--- src/rtl/servo_pkg.sv ---
// Shared constants and helpers for the servo PWM bank: default command width,
// centre position, microsecond-to-cycle conversion and the command-to-width map.
package servo_pkg;

  localparam int CMD_W_DEF = 8;
  localparam int CENTRE    = 1 << (CMD_W_DEF - 1);

  function automatic int unsigned us_to_cycles(input int unsigned us,
                                               input int unsigned clk_hz);
    return us * (clk_hz / 1_000_000);
  endfunction

  // Pulse width in microseconds for an unsigned position command.
  function automatic int unsigned width_us(input int unsigned cmd,
                                           input int unsigned cmd_w,
                                           input int unsigned min_us,
                                           input int unsigned span_us);
    return min_us + ((cmd * span_us) >> cmd_w);
  endfunction

endpackage

--- src/rtl/servo_pwm_channel.sv ---
// One servo channel: target/current position, optional per-frame slew limit
// (macro SERVO_SLEW_EN), width calculation and the registered pwm compare.
module servo_pwm_channel
  import servo_pkg::*;
#(
  parameter int CMD_W     = CMD_W_DEF,
  parameter int MIN_US    = 1000,
  parameter int SPAN_US   = 1000,
  parameter int SLEW_STEP = 4
) (
  input  logic             clk,
  input  logic             rst,
  input  logic             enable_i,
  input  logic [31:0]      frame_i,
  input  logic             boundary_i,
  input  logic             load_i,
  input  logic [CMD_W-1:0] load_val_i,
  output logic             pwm_o
);

`ifdef SERVO_SLEW_EN
  localparam bit SLEW_EN = 1'b1;
`else
  localparam bit SLEW_EN = 1'b0;
`endif

  // Without slew the step exceeds any possible distance, so cur jumps to target.
  localparam int               EFF_STEP = SLEW_EN ? SLEW_STEP : (1 << CMD_W);
  localparam logic [CMD_W:0]   STEP_C   = (CMD_W + 1)'(EFF_STEP);
  localparam logic [CMD_W-1:0] CENTRE_V = CMD_W'(1 << (CMD_W - 1));

  logic [CMD_W-1:0] tgt_q, tgt_d;
  logic [CMD_W-1:0] cur_q, cur_d;
  logic [CMD_W:0]   diff;
  logic [31:0]      width;
  logic             pwm_q, pwm_d;

  always_comb begin
    tgt_d = load_i ? load_val_i : tgt_q;
    cur_d = cur_q;
    diff  = '0;
    if (boundary_i) begin
      if (tgt_d >= cur_q) begin
        diff  = {1'b0, tgt_d - cur_q};
        cur_d = (diff > STEP_C) ? cur_q + STEP_C[CMD_W-1:0] : tgt_d;
      end else begin
        diff  = {1'b0, cur_q - tgt_d};
        cur_d = (diff > STEP_C) ? cur_q - STEP_C[CMD_W-1:0] : tgt_d;
      end
    end
    // Width follows cur, which only moves at a boundary, so a frame never glitches.
    width = width_us(32'(cur_q), CMD_W, MIN_US, SPAN_US);
    pwm_d = enable_i && (frame_i < width);
  end

  always_ff @(posedge clk) begin
    if (rst) begin
      tgt_q <= CENTRE_V;
      cur_q <= CENTRE_V;
      pwm_q <= 1'b0;
    end else begin
      tgt_q <= tgt_d;
      cur_q <= cur_d;
      pwm_q <= pwm_d;
    end
  end

  assign pwm_o = pwm_q;

endmodule

--- src/rtl/servo_pwm_bank.sv ---
// N-channel frame-aligned servo PWM generator with a one-deep command buffer.
// Define SERVO_SLEW_EN to rate-limit each channel by SLEW_STEP per frame.
module servo_pwm_bank
  import servo_pkg::*;
#(
  parameter int CLK_HZ    = 100_000_000,
  parameter int N_CH      = 2,
  parameter int CMD_W     = CMD_W_DEF,
  parameter int FRAME_US  = 20000,
  parameter int MIN_US    = 1000,
  parameter int SPAN_US   = 1000,
  parameter int SLEW_STEP = 4
) (
  input  logic                  clk,
  input  logic                  rst,
  input  logic                  enable,
  input  logic [N_CH*CMD_W-1:0] cmd,
  input  logic                  cmd_valid,
  output logic                  cmd_ready,
  output logic [N_CH-1:0]       pwm,
  output logic                  frame_tick
);

  localparam int unsigned PRE = us_to_cycles(1, CLK_HZ);
  localparam int          PW  = (PRE > 1) ? $clog2(PRE) : 1;
  localparam int          FW  = $clog2(FRAME_US);

  logic [PW-1:0]         pre_q, pre_d;
  logic [FW-1:0]         frame_q, frame_d;
  logic                  en_q;
  logic                  tick_q;
  logic                  pend_full_q, pend_full_d;
  logic [N_CH*CMD_W-1:0] pend_q, pend_d;
  logic                  us_tick, wrap, boundary, accept, load;
  logic [31:0]           frame_ext;

  assign us_tick   = enable && (pre_q == PW'(PRE - 1));
  assign wrap      = us_tick && (frame_q == FW'(FRAME_US - 1));
  // The first enabled cycle after enable rises also starts a frame.
  assign boundary  = wrap || (enable && !en_q);
  assign load      = boundary && pend_full_q;
  assign frame_ext = 32'(frame_q);

  // Handshake: cmd_ready is high whenever the single pending slot is empty and
  // reset is released; a command transfers on a cycle with cmd_valid && cmd_ready
  // and is never overwritten -- the next one waits until a boundary frees the slot.
  assign cmd_ready = !rst && !pend_full_q;
  assign accept    = cmd_valid && cmd_ready;

  always_comb begin
    pre_d       = pre_q;
    frame_d     = frame_q;
    pend_full_d = pend_full_q;
    pend_d      = pend_q;
    if (!enable) begin
      pre_d   = '0;
      frame_d = '0;
    end else if (us_tick) begin
      pre_d   = '0;
      frame_d = wrap ? '0 : frame_q + FW'(1);
    end else begin
      pre_d   = pre_q + PW'(1);
    end
    if (load) pend_full_d = 1'b0;
    if (accept) begin
      pend_full_d = 1'b1;
      pend_d      = cmd;
    end
  end

  always_ff @(posedge clk) begin
    if (rst) begin
      pre_q       <= '0;
      frame_q     <= '0;
      en_q        <= 1'b0;
      tick_q      <= 1'b0;
      pend_full_q <= 1'b0;
      pend_q      <= '0;
    end else begin
      pre_q       <= pre_d;
      frame_q     <= frame_d;
      en_q        <= enable;
      tick_q      <= boundary;
      pend_full_q <= pend_full_d;
      pend_q      <= pend_d;
    end
  end

  assign frame_tick = tick_q;

  for (genvar g = 0; g < N_CH; g++) begin : g_ch
    servo_pwm_channel #(
      .CMD_W    (CMD_W),
      .MIN_US   (MIN_US),
      .SPAN_US  (SPAN_US),
      .SLEW_STEP(SLEW_STEP)
    ) u_ch (
      .clk       (clk),
      .rst       (rst),
      .enable_i  (enable),
      .frame_i   (frame_ext),
      .boundary_i(boundary),
      .load_i    (load),
      .load_val_i(pend_q[g*CMD_W +: CMD_W]),
      .pwm_o     (pwm[g])
    );
  end

endmodule

--- config.mk ---
export PLATFORM = sky130hd
export DESIGN_NAME = servo_pwm_bank
export DESIGN_NICKNAME = d
export VERILOG_FILES = /design/src/rtl/servo_pkg.sv /design/src/rtl/servo_pwm_channel.sv /design/src/rtl/servo_pwm_bank.sv
export SDC_FILE = /design/constraint.sdc
export NUM_CORES = 1
export LEC_CHECK = 0
export BUFFER_PORTS_ARGS = -buffer_cell sky130_fd_sc_hd__buf_4
export CAP_MARGIN = 15
export CORE_MARGIN = 2
export CORE_UTILIZATION = 63
export DETAILED_ROUTE_END_ITERATION = 10
export GPL_TIMING_DRIVEN = 0
export PLACE_DENSITY = 0.81
export RECOVER_POWER = 25
export SLEW_MARGIN = 10
export SYNTH_ARGS = -nofsm -noshare
export SYNTH_HDL_FRONTEND = slang
export SYNTH_SLANG_ARGS = --single-unit
--- constraint.sdc ---
create_clock -name clk -period 7.3 [get_ports clk]
set_clock_uncertainty 0.2 [all_clocks]
set_input_delay 0.73 -clock clk [delete_from_list [all_inputs] [get_ports clk]]
set_output_delay 0.73 -clock clk [all_outputs]
set_load 0.01 [all_outputs]
==> metrics.md <==
| Metric | Value |
|---|---|
| Starting Density | 0.646 |
| Final #Nets | 888 |
| Clock tree root buffer cell | clkbuf_8 |
| TritonCTS clock tree | yes |
| CP Capture Type | flop |
| Period utilization | 0.919 |
| Setup repair bufs after CTS | 0 |
| Commonest non-fill, non-tap cell in the layout | ha_1 |
| Rows | 36 |
| Pre-antenna DRT Iters | 4 |
| Clock Latency Late Sink | 0.37 ns |
| Area Growth Syn to Fin | 8.73% |
| DR vias | 4,818 |
| EDFF count, synth | 0 |
| Largest net degree at the start of global routing | 15 |
| First-pass GRT wire length | 21,300 um |
| Layout Cells excl Fill | 870 |
| GRT Util Overall | 0.237 |
| Most frequent CP cell | ha_1 |
| Crit path cell chain | fa_1, xor2_1, ha_1, fa_1, inv_1, fa_1, inv_1, ha_1, a21oi_1, o21ai_0, or4b_2, nand3_1, ha_1, nor2_1, a31oi_1, a211oi_1, a211oi_1, xnor2_1, ha_1, and4_1, a31oi_1, a31oi_1, a2111oi_0 |
| Final-report setup violation count | 0 |
| Met3 WL | 374 um |
| Share of synthesized flip-flops with an asynchronous set or reset | 0 |
| Final Hold Viols | 0 |
| Layout cells sized above 1 | 0.0706 |
| # Max-Cap Violations | 0 |
| Initial antenna violation count | 0 |
| Final Max Tran Viols | 0 |
| Number of global-route vias before repair | 4,934 |
| Worst VDD drop | 0.160 mV |
| Die W | 104 um |
| Top Ports | 24 |
| Pwr Total | 0.00190 W |
| Post-synthesis register bit count | 75 |
| RSZ-0062 raised after global routing | no |
| CP Data Arrival Time | 6.73 ns |
| Remaining antenna violation count after routing | 0 |
| CTS HTree Levels | 3 |
| Max stage delay on crit path | 0.63 ns |
| Routed vias/inst | 5.54 |
| Clock buffer count from CTS | 9 |
| Synth Flop Type | dfxtp_1 |
| Core ar. | 9730 um^2 |
| Avg Inst Size Synth | 9.00 um^2 |
| Placed Instances | 854 |
| CP Class | reg2reg |
| Pwr Density | 279 nW/um^2 |
| Worst endpoint required time | 7.32 ns |
| CP Launch Type | flop |
| Seq/Total Area, Yosys | 0.239 |
| Residual DRC | 0 |
| DIE HEIGHT | 104 um |
| CTS Sinks | 75 |
| Dpl cell area | 6620 um^2 |
| M1 WL | 5180 um |
| Met2 routed wirelength | 6190 um |
| WL/cell | 13.8 um |
| Outcome | finished, final reports clean |
| Die area | 10,800 um^2 |
| Max Clk Rate | 149 MHz |
| Setup TNS | 0 ns |
| N_diodes | 0 |
| Syn_nets | 854 |
| Library cells used by synthesis | 57 |
| Total routed wirelength | 12,000 um |
| Worst-Margin Slew | 0.666 ns |
| Highest-count cells in the layout ignoring fill and taps | 96 x ha_1, 75 x dfxtp_1, 72 x inv_1 |
| Max layer used | met4 |
| Post-route design area | 6830 um^2 |
| Hold WC Path Type | reg2reg |
| Crit-path max FO | 8 |
| Total gr overflow | 0 |
| Leakage Power | 3.16 nW |
| Worst rel slew slack | 0.556 |
| CP max-delay cell | or4b_2 |
| DRT iter0 DRCs | 166 |
| PortBufs | 23 |
| Post-CTS Resized | 0 |
| Post-Syn Instances | 698 |
| DP HPWL | 9620 um |
| Final min period | 6.71 ns |
| Fin util | 0.702 |
| GPL Wtd Cong | 0.827 |
| Bufs on Longest Clock Path | 2 |
| Yosys warns | 0 |
| Mapped cell area | 6280 um^2 |
| Clock-pin slew on the worst setup and hold paths | 0.08 ns |
| CTS Hold Bufs | 0 |
power by group:
group	internal (W)	switching, W
Combinational	0.000489	0.000607
Sequential	0.000425	0.0000200
Clock	0.000197	0.000166
layout make-up:
cell class / count / area [um^2]
multi-input cells: 524 / 4400
fillers: 735 / 2900
flip-flops and latches: 75 / 1500
clock buffers: 10 / 128
clock inverters: 6 / 96.3
well taps: 133 / 166
repair buffers: 23 / 158
inverters: 72 / 270
plain buffers: 27 / 113
path summary, 6_finish.rpt:
check                        startpoint  cells past startpoint  slack (ns)                 end
hold reg to reg                pre_q[0]                      1        0.25            pre_q[0]
setup reg to reg  g_ch[1].u_ch.cur_q[2]                     23        0.59  g_ch[1].u_ch.pwm_o
setup / recovery  g_ch[1].u_ch.cur_q[2]                     23        0.59  g_ch[1].u_ch.pwm_o
hold / removal                 pre_q[0]                      1        0.25            pre_q[0]
cell usage after synthesis (5+ instances only):
master / number / area share
a211oi_1: 18 / 0.022
a21o_1: 10 / 0.012
a21oi_1: 34 / 0.027
a31oi_1: 5 / 0.0050
and3_1: 12 / 0.012
clkbuf_1: 20 / 0.012
dfxtp_1: 75 / 0.24
fa_1: 40 / 0.13
ha_1: 96 / 0.19
inv_1: 72 / 0.043
mux2i_1: 18 / 0.029
nand2_1: 52 / 0.031
nand2b_1: 20 / 0.020
nand3_1: 27 / 0.022
nand4_1: 6 / 0.0060
nor2_1: 53 / 0.032
nor2b_1: 5 / 0.0050
nor3_1: 6 / 0.0048
o21ai_0: 24 / 0.019
xnor2_1: 27 / 0.038
xor2_1: 25 / 0.035
worst max-delay path, delay by kind of cell, from the launching register on:
| family | cells | cell delay, ns |
|---|---|---|
| DFF | 1 | 0.52 |
| and+or+nand+nor | 4 | 1.07 |
| AOI/OAI and AO/OA | 8 | 1.61 |
| xor gates and xnor gates | 2 | 0.37 |
| buffers and inverters | 2 | 0.10 |
| adders and majority gates | 7 | 2.69 |
layer usage:
metal	vias to the layer above	track usage
li1	2449	-
met4	0	0.0820
met1	2259	0.272
met5	-	0
met2	84	0.444
met3	26	0.0407
sequential cells by signal (all words and copies together), names as in the netlist:
name and count:
pend_q 16, frame_tick 1, g_ch.u_ch.pwm_o 2, g_ch.u_ch.tgt_q 16, pend_full_q 1, en_q 1, g_ch.u_ch.cur_q 16, frame_q 15
pre_q 7
per-stage QoR:
| step | hold WS (ns) | setup slack, ns |
|---|---|---|
| floorplan | 0.213 | 1.32 |
| global placement | 0.226 | 0.940 |
| detailed placement | 0.246 | 0.641 |
| CTS | 0.255 | 0.592 |
| global route | 0.285 | 0.121 |
| finish | 0.247 | 0.594 |
cell families after synthesis:
group	after synthesis	synth area share
AND/OR/NAND/NOR	201	0.157
adder cells (fa/ha/maj)	136	0.319
AO/OA/AOI/OAI	117	0.123
buffers and inverters	99	0.0610
flip-flops	75	0.239
XOR/XNOR	52	0.0725
multiplexers	18	0.0287
(Power assumes the default switching activity.)
